### src/rtl/alarm_ring_ctrl.sv
// Alarm ring controller: fires on a time/alarm match, then handles ringing, bounded snooze and timeout.
// State and outputs move one clock after a trigger tick or a button edge; there is no backpressure.
module alarm_ring_ctrl #(
    parameter int RING_SECONDS   = 60,
    parameter int SNOOZE_SECONDS = 300,
    parameter int MAX_SNOOZE     = 3,
    parameter int LED_W          = 10
) (
    input  logic             clk,
    input  logic             rst,
    input  logic             sec_tick,
    input  logic [5:0]       hour,
    input  logic [5:0]       minute,
    input  logic [5:0]       second,
    input  logic [5:0]       alarm_hour,
    input  logic [5:0]       alarm_minute,
    input  logic             alarm_en,
    input  logic             stop,
    input  logic             snooze,
    output logic             ring,
    output logic [LED_W-1:0] ledr,
    output logic             snoozing,
    output logic [1:0]       snooze_left
);

    typedef enum logic [1:0] {IDLE, RINGING, SNOOZE} state_t;

    localparam logic [7:0] RING_LIM  = 8'(RING_SECONDS);
    localparam logic [9:0] SNZ_LIM   = 10'(SNOOZE_SECONDS);
    localparam logic [1:0] MAX_LEFT  = 2'(MAX_SNOOZE);

    state_t           state;
    logic             stop_q;
    logic             snooze_q;
    logic [7:0]       ring_cnt;
    logic [9:0]       snz_cnt;

    logic             stop_edge;
    logic             snooze_edge;
    logic             trigger;
    logic [7:0]       ring_inc;
    logic [9:0]       snz_inc;
    logic [LED_W-1:0] led_pat;

    assign stop_edge   = stop & ~stop_q;
    assign snooze_edge = snooze & ~snooze_q;
    assign trigger     = sec_tick && (hour == alarm_hour) && (minute == alarm_minute)
                         && (second == 6'd0);

    // Saturating increments keep the counters from wrapping.
    assign ring_inc = (ring_cnt == 8'hFF)  ? ring_cnt : ring_cnt + 8'd1;
    assign snz_inc  = (snz_cnt == 10'h3FF) ? snz_cnt  : snz_cnt + 10'd1;

    // Alternating pattern with the LSB clear: ...1010.
    always_comb begin
        led_pat = '0;
        for (int i = 0; i < LED_W; i++) begin
            led_pat[i] = ((i % 2) == 1);
        end
    end

    always_ff @(posedge clk) begin
        if (rst) begin
            state       <= IDLE;
            stop_q      <= 1'b0;
            snooze_q    <= 1'b0;
            ring_cnt    <= '0;
            snz_cnt     <= '0;
            ring        <= 1'b0;
            ledr        <= '0;
            snoozing    <= 1'b0;
            snooze_left <= MAX_LEFT;
        end else begin
            stop_q   <= stop;
            snooze_q <= snooze;
            if (!alarm_en) begin
                state       <= IDLE;
                ring_cnt    <= '0;
                snz_cnt     <= '0;
                ring        <= 1'b0;
                ledr        <= '0;
                snoozing    <= 1'b0;
                snooze_left <= MAX_LEFT;
            end else begin
                case (state)
                    IDLE: begin
                        if (trigger && !stop_edge) begin
                            state       <= RINGING;
                            ring_cnt    <= '0;
                            ring        <= 1'b1;
                            ledr        <= led_pat;
                            snooze_left <= MAX_LEFT;
                        end
                    end
                    RINGING: begin
                        if (stop_edge) begin
                            state       <= IDLE;
                            ring_cnt    <= '0;
                            ring        <= 1'b0;
                            ledr        <= '0;
                            snooze_left <= MAX_LEFT;
                        end else if (snooze_edge && snooze_left != 2'd0) begin
                            state       <= SNOOZE;
                            snz_cnt     <= '0;
                            ring        <= 1'b0;
                            ledr        <= '0;
                            snoozing    <= 1'b1;
                            snooze_left <= snooze_left - 2'd1;
                        end else if (sec_tick) begin
                            if (ring_inc == RING_LIM) begin
                                state       <= IDLE;
                                ring_cnt    <= '0;
                                ring        <= 1'b0;
                                ledr        <= '0;
                                snooze_left <= MAX_LEFT;
                            end else begin
                                ring_cnt <= ring_inc;
                                ledr     <= ~ledr;
                            end
                        end
                    end
                    SNOOZE: begin
                        if (stop_edge) begin
                            state       <= IDLE;
                            snz_cnt     <= '0;
                            snoozing    <= 1'b0;
                            snooze_left <= MAX_LEFT;
                        end else if (sec_tick) begin
                            if (snz_inc == SNZ_LIM) begin
                                state    <= RINGING;
                                ring_cnt <= '0;
                                ring     <= 1'b1;
                                ledr     <= led_pat;
                                snoozing <= 1'b0;
                            end else begin
                                snz_cnt <= snz_inc;
                            end
                        end
                    end
                    default: begin
                        state       <= IDLE;
                        ring        <= 1'b0;
                        ledr        <= '0;
                        snoozing    <= 1'b0;
                        snooze_left <= MAX_LEFT;
                    end
                endcase
            end
        end
    end

endmodule

### config.mk
export PLATFORM = sky130hd
export DESIGN_NAME = alarm_ring_ctrl
export DESIGN_NICKNAME = d
export VERILOG_FILES = /design/src/rtl/alarm_ring_ctrl.sv
export SDC_FILE = /design/constraint.sdc
export NUM_CORES = 1
export LEC_CHECK = 0
export CORE_MARGIN = 2
export CORE_UTILIZATION = 50
export DETAILED_ROUTE_END_ITERATION = 10
export PLACE_DENSITY = 0.77
export SYNTH_ARGS = -nofsm -noshare
export SYNTH_HDL_FRONTEND = slang
export SYNTH_SLANG_ARGS = --single-unit
### constraint.sdc
create_clock -name clk -period 3.6 [get_ports clk]
set_clock_uncertainty 0.1 [all_clocks]
set_input_delay 1.08 -clock clk [delete_from_list [all_inputs] [get_ports clk]]
set_output_delay 1.08 -clock clk [all_outputs]
set_load 0.005 [all_outputs]
* Word-level counts from Yosys, hierarchy flattened
Cells that the tools add are included.
Storage, ports and cells: register bits 36, input bits 36, output and inout port bits 14, logic and storage cells 117
Cells by class: add/subtract/negate cells 3, eq/ne operators 22, muxes and demuxes 57, bitwise logic cells 7, reduce and logical (&&, ||, !) cells 19
Operator list (number):
- two-way mux 10 bit | 14
- two-way mux 8 bit | 9
- case mux 10 bit (3 select lines) | 1
- two-way mux 2 bit | 14
- case mux 8 bit (3 select lines) | 1
- case mux 10 bit (2 select lines) | 1
- AND reduction 5 bit | 4
- != test 3 bit (second input constant) | 5
- != test 2 bit (second input constant) | 7
- two-way mux 1 bit | 13
- equality test 6 bit | 2
- case mux 2 bit (3 select lines) | 2
- adder 10 x 1 -> 10 bit (second input constant) | 1
- equality test 10 bit (second input constant) | 1
- equality test 10 x 9 -> 1 bit (second input constant) | 1
- NOT 10 bit | 1
- adder 8 x 1 -> 8 bit (second input constant) | 1
- equality test 8 x 6 -> 1 bit (second input constant) | 1
- equality test 8 bit (second input constant) | 1
- != test 4 bit (second input constant) | 2
- AND reduction 7 bit | 1
- zero test 6 bit | 1
- case mux 1 bit (3 select lines) | 2
- AND reduction 6 bit | 1
- other kinds (12) | 21

* Longest topological paths before layout
Gate-level depths: netlist of the first run.
depth in word-level cells 8, depth in mapped cells 10, gate-level depth less buffers 9

* Worst setup path after synthesis of the first run
OpenSTA, ideal clock, no wires.
path kind input port to flip-flop, start in stop, end reg ring_cnt[3], library setup time 0.119 ns, arrival time 2.559 ns, data required time 3.381 ns, slack 0.822 ns, stages on the path 7, buffers on the path 0, cell sequence nor2b_1 -> nor3b_2 -> nand2b_1 -> o21a_1 -> o21bai_1 -> nand3b_4 -> a2bb2o_2
On the way: cells in the longest elaborated chain, start to end 5, elaborated cells between the ends (all ways) 10, classes of those cells 4 x eq/ne; 2 x mux; 1 x bitwise; 3 x reduce/logical
RTL lines:
- from (decl) | RTL line 18 | input logic stop,
- bitwise AND 1 bit * | RTL line 45 | assign stop_edge = stop & ~stop_q;
- zero test 1 bit | RTL line 87 | if (trigger && !stop_edge) begin
- logical AND 1 bit | RTL line 87
- != test 2 bit (no line)
- AND reduction 7 bit (no line)
- to (signal assigned) | RTL line 117 | ring_cnt <= ring_inc;
- to (decl) | RTL line 35 | logic [7:0] ring_cnt;
Every way passes the cells marked *; elsewhere a longest branch is shown, timed or not. A chain may end at the register's enable or synchronous reset.

* Final worst setup path of the first run
start in sec_tick, end reg ring_cnt[0]
On the way: cells in the longest elaborated chain, start to end 6, elaborated cells between the ends (all ways) 8, classes of those cells 3 x eq/ne; 5 x reduce/logical
RTL lines:
- from (decl) | RTL line 11 | input logic sec_tick,
- logical AND 1 bit (2 in a row) | RTL line 47 | assign trigger = sec_tick && (hour == alarm_hour) && (minute == alarm_minute)
- logical AND 1 bit | RTL line 48 | && (second == 6'd0);
- logical AND 1 bit | RTL line 87
- != test 2 bit (no line)
- AND reduction 7 bit (no line) *
Marked as above.

==> impl_metrics.env, run 1 <==
export IMPL_outcome="complete, no violations"
export IMPL_synthTopCellsByCount="dfxtp_1, nand2_1, nor2_1"
export IMPL_synth_top_family_by_area="simple AND/OR/NAND/NOR gates"
export IMPL_synthXorXnorAreaFrac_pct=4.90
export IMPL_endpoint_kind="flip-flop"
export IMPL_cts_hold_buf=0
export IMPL_synth_area_leaders="dfxtp_1, nand2_1, xnor2_1"
export IMPL_p_seq_share_pct=47.3
export IMPL_cp_arrival_ps=3270
export IMPL_placementRows=24
export IMPL_synth_area_um2=2330
export IMPL_fin_crit_ps=3190
export IMPL_min_from="ledr[4]$_SDFFE_PP0P_"
export IMPL_synthFlopType="dfxtp_1"
export IMPL_antenna_cells=0
export IMPL_cp_start_kind="primary input"
export IMPL_synth_largest_area_cell="dfxtp_1"
export IMPL_required_ps=3690
export IMPL_cts_sinks=36
export IMPL_synth_nets=324
export IMPL_synth_seq_cells=36
export IMPL_syn_area_per_cell_um2=8.16
export IMPL_yosysMostFrequentCell="dfxtp_1"
export IMPL_cts_root_buffer="clkbuf_8"
export IMPL_die_x_um=72.2
export IMPL_synth_seq_area_share_pct=31.0
export IMPL_finalCritPeriodShare_pct=88.5
export IMPL_setup_tns_final_ps=0
export IMPL_synth_edff_count=0
export IMPL_p_comb_share_pct=10.3
export IMPL_ios=50
export IMPL_holdWs_ps=357
export IMPL_wl_per_cell_um=14.9
export IMPL_power_frac_clock_pct=42.4
export IMPL_postCtsSetupBuffers=0
export IMPL_startpoint="sec_tick"
export IMPL_dp_hpwl_um=4410
export IMPL_setup_viol=0
export IMPL_critPathKind="primary input to flip-flop"
export IMPL_slew_headroom_pct=52.1
export IMPL_yosys_area_share_simple_pct=30.6
export IMPL_syn2layout_area_growth_pct=28.4
export IMPL_firstDrtPassIters=4
export IMPL_maxCapViolations=0
export IMPL_clock_fmax_ghz=0.314
export IMPL_crit_fanout=11
export IMPL_muxShareOfSynthArea_pct=2.58
export IMPL_dieArea_um2=5210
export IMPL_cts_tree="built"
export IMPL_leakage_nw=1.04
export IMPL_gp_congestion=0.883
export IMPL_grt_use_total_pct=24.5
export IMPL_synthAdderAreaFrac_pct=1.61
export IMPL_clkLatencyLatePin_ps=300
export IMPL_hold_class="flip-flop to flip-flop"
export IMPL_post_cts_resized=0
export IMPL_finalMaxSlewViolations=0
export IMPL_final_layout_size_suffix_gt1_share_pct=10.6
export IMPL_rsz0062_at_grt="no"
export IMPL_grt_pass1_wl_um=10200
export IMPL_num_nets_final=377
export IMPL_netSwitchingPower_mw=0.186
export IMPL_ant_nets=0
export IMPL_start_util_pct=52.7
export IMPL_grt_pass1_vias=2179
export IMPL_drt_iter0_markers=140
export IMPL_timing_final_hold_violations=0
export IMPL_cts_made_buffers=5
export IMPL_synth_compound_area_share_pct=25.4
export IMPL_coreArea_um2=4410
export IMPL_timing_rr_start="snz_cnt[0]$_SDFFE_PP0P_"
export IMPL_swShare_pct=22.0
export IMPL_grt_start_max_net_pins=19
export IMPL_tightestPinTransition_ps=710
export IMPL_ys_types=65
export IMPL_antenna_found_initial=0
export IMPL_routed_via_count=2321
export IMPL_yosys_warnings=0
export IMPL_syn_inst=285
export IMPL_p_int_mw=0.659
export IMPL_totalWireLength_um=5840
export IMPL_cts_path_max_buffers=2
export IMPL_cts_htree_levels=2
export IMPL_io_buffers=49
export IMPL_overflow=0
export IMPL_p_per_area_nw_per_um2=283
export IMPL_drcViolationCount=0
export IMPL_synth_async_reset_ratio_pct=0
export IMPL_ir_drop_uv=212
export IMPL_viasPerCell=5.94
export IMPL_post_synth_top_area_fraction_pct=31.0
export IMPL_clk_transition_reported_paths_ps=80
export IMPL_fp_dieH_um=72.2
## cells in the final DEF, fill, tap and decap left out, types with 6 or more instances in the layout
cell              n
a21oi_1          19
buf_4             9
a211oi_1          8
inv_1             6
nor2_1           22
o21ai_0          20
nand2_1          35
nand2b_1          6
clkdlybuf4s50_1  49
xnor2_1          13
nor2b_1           7
dfxtp_1          36
nand3_1          14
mux2i_1           6
## power by group through the flow
stage	logic (mW)	registers, mW	clock network [mW]
floorplan	0.0333	0.409	0
global placement	0.0858	0.409	0
detailed placement	0.0873	0.409	0
CTS	0.0875	0.399	0.362
global route	0.0940	0.399	0.386
finish	0.0871	0.399	0.358
## layer usage
layer  track usage (%)  wire, um  up-vias
li1                  -         -     1163
met1              33.7      2690     1078
met2              37.5      2700       68
met3              4.58       333       12
met4              10.1       114        0
met5                 0         0        -
## area by class of cell
class,count,area [um2]
Multi-Input combinational cell,231,1510
Fill cell,365,1430
Sequential cell,36,721
Timing Repair Buffer,58,558
Clock buffer,6,72.6
Tap cell,52,65.1
Clock inverter,2,35.0
Inverter,6,22.5
## through the flow
stage	power [mW]	worst slack, ps	cells	instance area [um2]	utilization (%)
finish	0.844	414	391	2990	67.7
global route	0.879	135	391	2990	67.7
CTS	0.849	395	391	2990	67.7
detailed placement	0.496	104	383	2880	65.2
global placement	0.495	125	383	2880	65.2
floorplan	0.442	822	285	2330	-
## worst max-delay path, cell delays in order
cell             delay (ps)
clkdlybuf4s50_1         470
nor4b_1                 240
nand4_1                 130
nor4_1                  470
o21a_1                  180
a31o_1                  340
a21boi_0                260
o21ai_0                 110
## flip-flops by register name (all words and copies together) (netlist names), 2 cells and up
register     cells
snz_cnt         10
state            2
ledr            10
ring_cnt         8
snooze_left      2
## cell families after synthesis
| family | Yosys count |
|---|---|
| AOI/OAI and AO/OA | 82 |
| xor gates and xnor gates | 13 |
| adders and majority gates | 3 |
| buffers and inverters | 18 |
| DFF | 36 |
| muxes | 6 |
| and+or+nand+nor | 127 |
## final timing paths
| kind | end | slack (ps) | cells past startpoint |
|---|---|---|---|
| worst min-delay path | ledr[4]$_SDFFE_PP0P_ | 360 | 1 |
| worst max-delay path | ring_cnt[0]$_SDFFE_PP0P_ | 410 | 8 |
| worst min register to register | ledr[4]$_SDFFE_PP0P_ | 360 | 1 |
| worst max register to register | ring_cnt[0]$_SDFFE_PP0P_ | 680 | 8 |
(Power assumes the default switching activity.)
==> run 2, diff against run 1 <==
--- a/config.mk
+++ b/config.mk
@@ -6,9 +6,10 @@
 export NUM_CORES = 1
 export LEC_CHECK = 0
 export CORE_MARGIN = 2
-export CORE_UTILIZATION = 50
+export CORE_UTILIZATION = 35
 export DETAILED_ROUTE_END_ITERATION = 10
-export PLACE_DENSITY = 0.77
+export HOLD_SLACK_MARGIN = 0.03
+export PLACE_DENSITY = 0.57
 export SYNTH_ARGS = -nofsm -noshare
 export SYNTH_HDL_FRONTEND = slang
 export SYNTH_SLANG_ARGS = --single-unit
==> run 2 against run 1 <==
Count of clock-buffer cells in the layout decreased by 1. Register-to-register slack got worse by 50 ps. Sequential share of layout area decreased by 0.37 points. Utilization decreased by 20 points. Combinational power decreased by 0.8%. First-iteration DRC count increased by 5.7%. Sequential power about the same. Die area increased by 40%. Worst setup slack improved by 75 ps. Cell area increased by 1.6%. Hold slack about the same. Clock power increased by 6.4%.
==> impl_metrics.env, run 2 (synthesis gave the netlist of run 1 again) <==
export IMPL_setup_tns_final_ps=0
export IMPL_timing_rr_start="snz_cnt[0]$_SDFFE_PP0P_"
export IMPL_maxCapViolations=0
export IMPL_tightestPinTransition_ps=510
export IMPL_antenna_cells=0
export IMPL_timing_final_hold_violations=0
export IMPL_overflow=0
export IMPL_wl_met2_um=2700
export IMPL_layout_common_cells="clkdlybuf4s50_1, dfxtp_1, nand2_1"
export IMPL_reg_top3="ledr: 10 flops, snz_cnt: 10 flops, ring_cnt: 8 flops"
export IMPL_clk_transition_reported_paths_ps=90
export IMPL_placementRows=29
export IMPL_dr_wl_met3_um=267
export IMPL_totalWireLength_um=5850
export IMPL_grt_start_max_net_pins=20
export IMPL_syn2layout_area_growth_pct=30.4
export IMPL_regArea_um2=721
export IMPL_drt_iter0_markers=148
export IMPL_num_nets_final=378
export IMPL_gp_congestion=0.859
export IMPL_cp_start_kind="primary input"
export IMPL_worstHoldPathCells=1
export IMPL_coreArea_um2=6390
export IMPL_cts_tree="built"
export IMPL_cts_made_buffers=5
export IMPL_dieArea_um2=7310
export IMPL_required_ps=3690
export IMPL_ant_nets=0
export IMPL_wl_met1_um=2790
export IMPL_clkLatencyLatePin_ps=300
export IMPL_reg2reg_to="ring_cnt[0]$_SDFFE_PP0P_"
export IMPL_final_core_util_pct=47.5
export IMPL_fill_cells=645
export IMPL_endpoint_kind="flip-flop"
export IMPL_final_common_cell="clkdlybuf4s50_1"
export IMPL_cts_root_buffer="clkbuf_8"
export IMPL_finalMaxSlewViolations=0
export IMPL_fin_crit_ps=3110
export IMPL_slew_headroom_pct=66.0
export IMPL_drcViolationCount=0
export IMPL_multi_input_area_um2=1510
export IMPL_leakage_nw=1.04
export IMPL_cts_htree_levels=2
export IMPL_p_per_area_nw_per_um2=286
export IMPL_cp_arrival_ps=3200
export IMPL_critPathKind="primary input to flip-flop"
export IMPL_ios=50
export IMPL_grt_pass1_vias=2215
export IMPL_dp_cells=409
export IMPL_die_x_um=85.5
export IMPL_viasPerCell=5.53
export IMPL_grt_use_total_pct=16.7
export IMPL_fp_dieH_um=85.5
export IMPL_post_cts_resized=0
export IMPL_cts_sinks=36
export IMPL_wl_per_cell_um=14.0
export IMPL_ir_drop_uv=157
export IMPL_final_layout_size_suffix_gt1_share_pct=11.2
export IMPL_routed_top_layer="met4"
export IMPL_finalCritPeriodShare_pct=86.4
export IMPL_rrSetupSlack_ps=630
export IMPL_hold_class="flip-flop to flip-flop"
export IMPL_grt_pass1_wl_um=9960
export IMPL_postCtsSetupBuffers=0
export IMPL_outcome="complete, no violations"
export IMPL_io_buffers=49
export IMPL_reg2regPathDepth=8
export IMPL_rsz0062_at_grt="no"
export IMPL_antenna_found_initial=0
export IMPL_dp_hpwl_um=4360
export IMPL_setup_viol=0
export IMPL_firstDrtPassIters=4
export IMPL_routed_via_count=2305
export IMPL_cts_hold_buf=0
export IMPL_crit_fanout=11
export IMPL_min_from="ledr[8]$_SDFFE_PP0P_"
export IMPL_cts_path_max_buffers=2
export IMPL_start_util_pct=36.4
export IMPL_stdcell_count=417
export IMPL_holdPathEnd="ledr[8]$_SDFFE_PP0P_"
export IMPL_clock_fmax_ghz=0.321
-- run 2: cell types whose count changed in the layout (fill, tap and decap cells not counted), sizes merged --
cell | before | now
buf | 9 | 10
clkbuf | 6 | 5
clkinvlp | 0 | 1
clkinv | 1 | 0
inv | 6 | 7
-- run 2: worst max-delay path by stage --
stage | slack (ps) | end | cells after the start | from
after detailed placement | 120 | ring_cnt[1]$_SDFFE_PP0P_ | 9 | sec_tick
after global placement | 170 | ring_cnt[3]$_SDFFE_PP0P_ | 9 | sec_tick
after floorplan | 820 | ring_cnt[3]$_SDFFE_PP0P_ | 7 | stop
final | 490 | ring_cnt[0]$_SDFFE_PP0P_ | 9 | sec_tick
after CTS | 440 | ring_cnt[0]$_SDFFE_PP0P_ | 9 | sec_tick
after global routing | 180 | ring_cnt[0]$_SDFFE_PP0P_ | 9 | second[1]
-- run 2: area by class of cell --
class,instances,area share (%)
Clock buffer,5,2.27
Inverter,6,0.743
Multi-Input combinational cell,231,49.9
Sequential cell,36,23.8
Tap cell,77,3.18
Timing Repair Buffer,59,18.6
Clock inverter,3,1.53
-- run 2: metal layers --
| metal | vias to the layer above | global-route usage, % |
|---|---|---|
| met5 | - | 0 |
| met4 | 0 | 6.06 |
| met3 | 9 | 3.66 |
| met2 | 57 | 27.8 |
| met1 | 1078 | 21.1 |
| li1 | 1161 | - |
-- run 2: critical path, stage by stage --
cell and delay, ps:
clkdlybuf4s50_1 470, nor4b_1 220, nand4_1 130, nor4_1 300
buf_4 170, o21a_1 100, a31o_1 350, a21boi_0 260
o21ai_0 120
-- run 2: power by group --
group / total, mW / leakage (nW) / switching (mW) / internal (mW)
logic: 0.0864 / 0.697 / 0.0326 / 0.0539
registers: 0.399 / 0.290 / 0.000348 / 0.399
clock network: 0.381 / 0.0548 / 0.173 / 0.209
total: 0.867 / 1.04 / 0.206 / 0.662
-- run 2: stage by stage --
step	instance area (um2)	power [mW]	setup WS [ps]	hold slack [ps]
2_1_floorplan	2330	0.442	822	353
3_3_place_gp	2920	0.496	173	344
3_5_place_dp	2920	0.496	120	351
4_1_cts	3030	0.879	445	363
5_1_grt	3030	0.902	178	382
6_report	3030	0.867	489	358
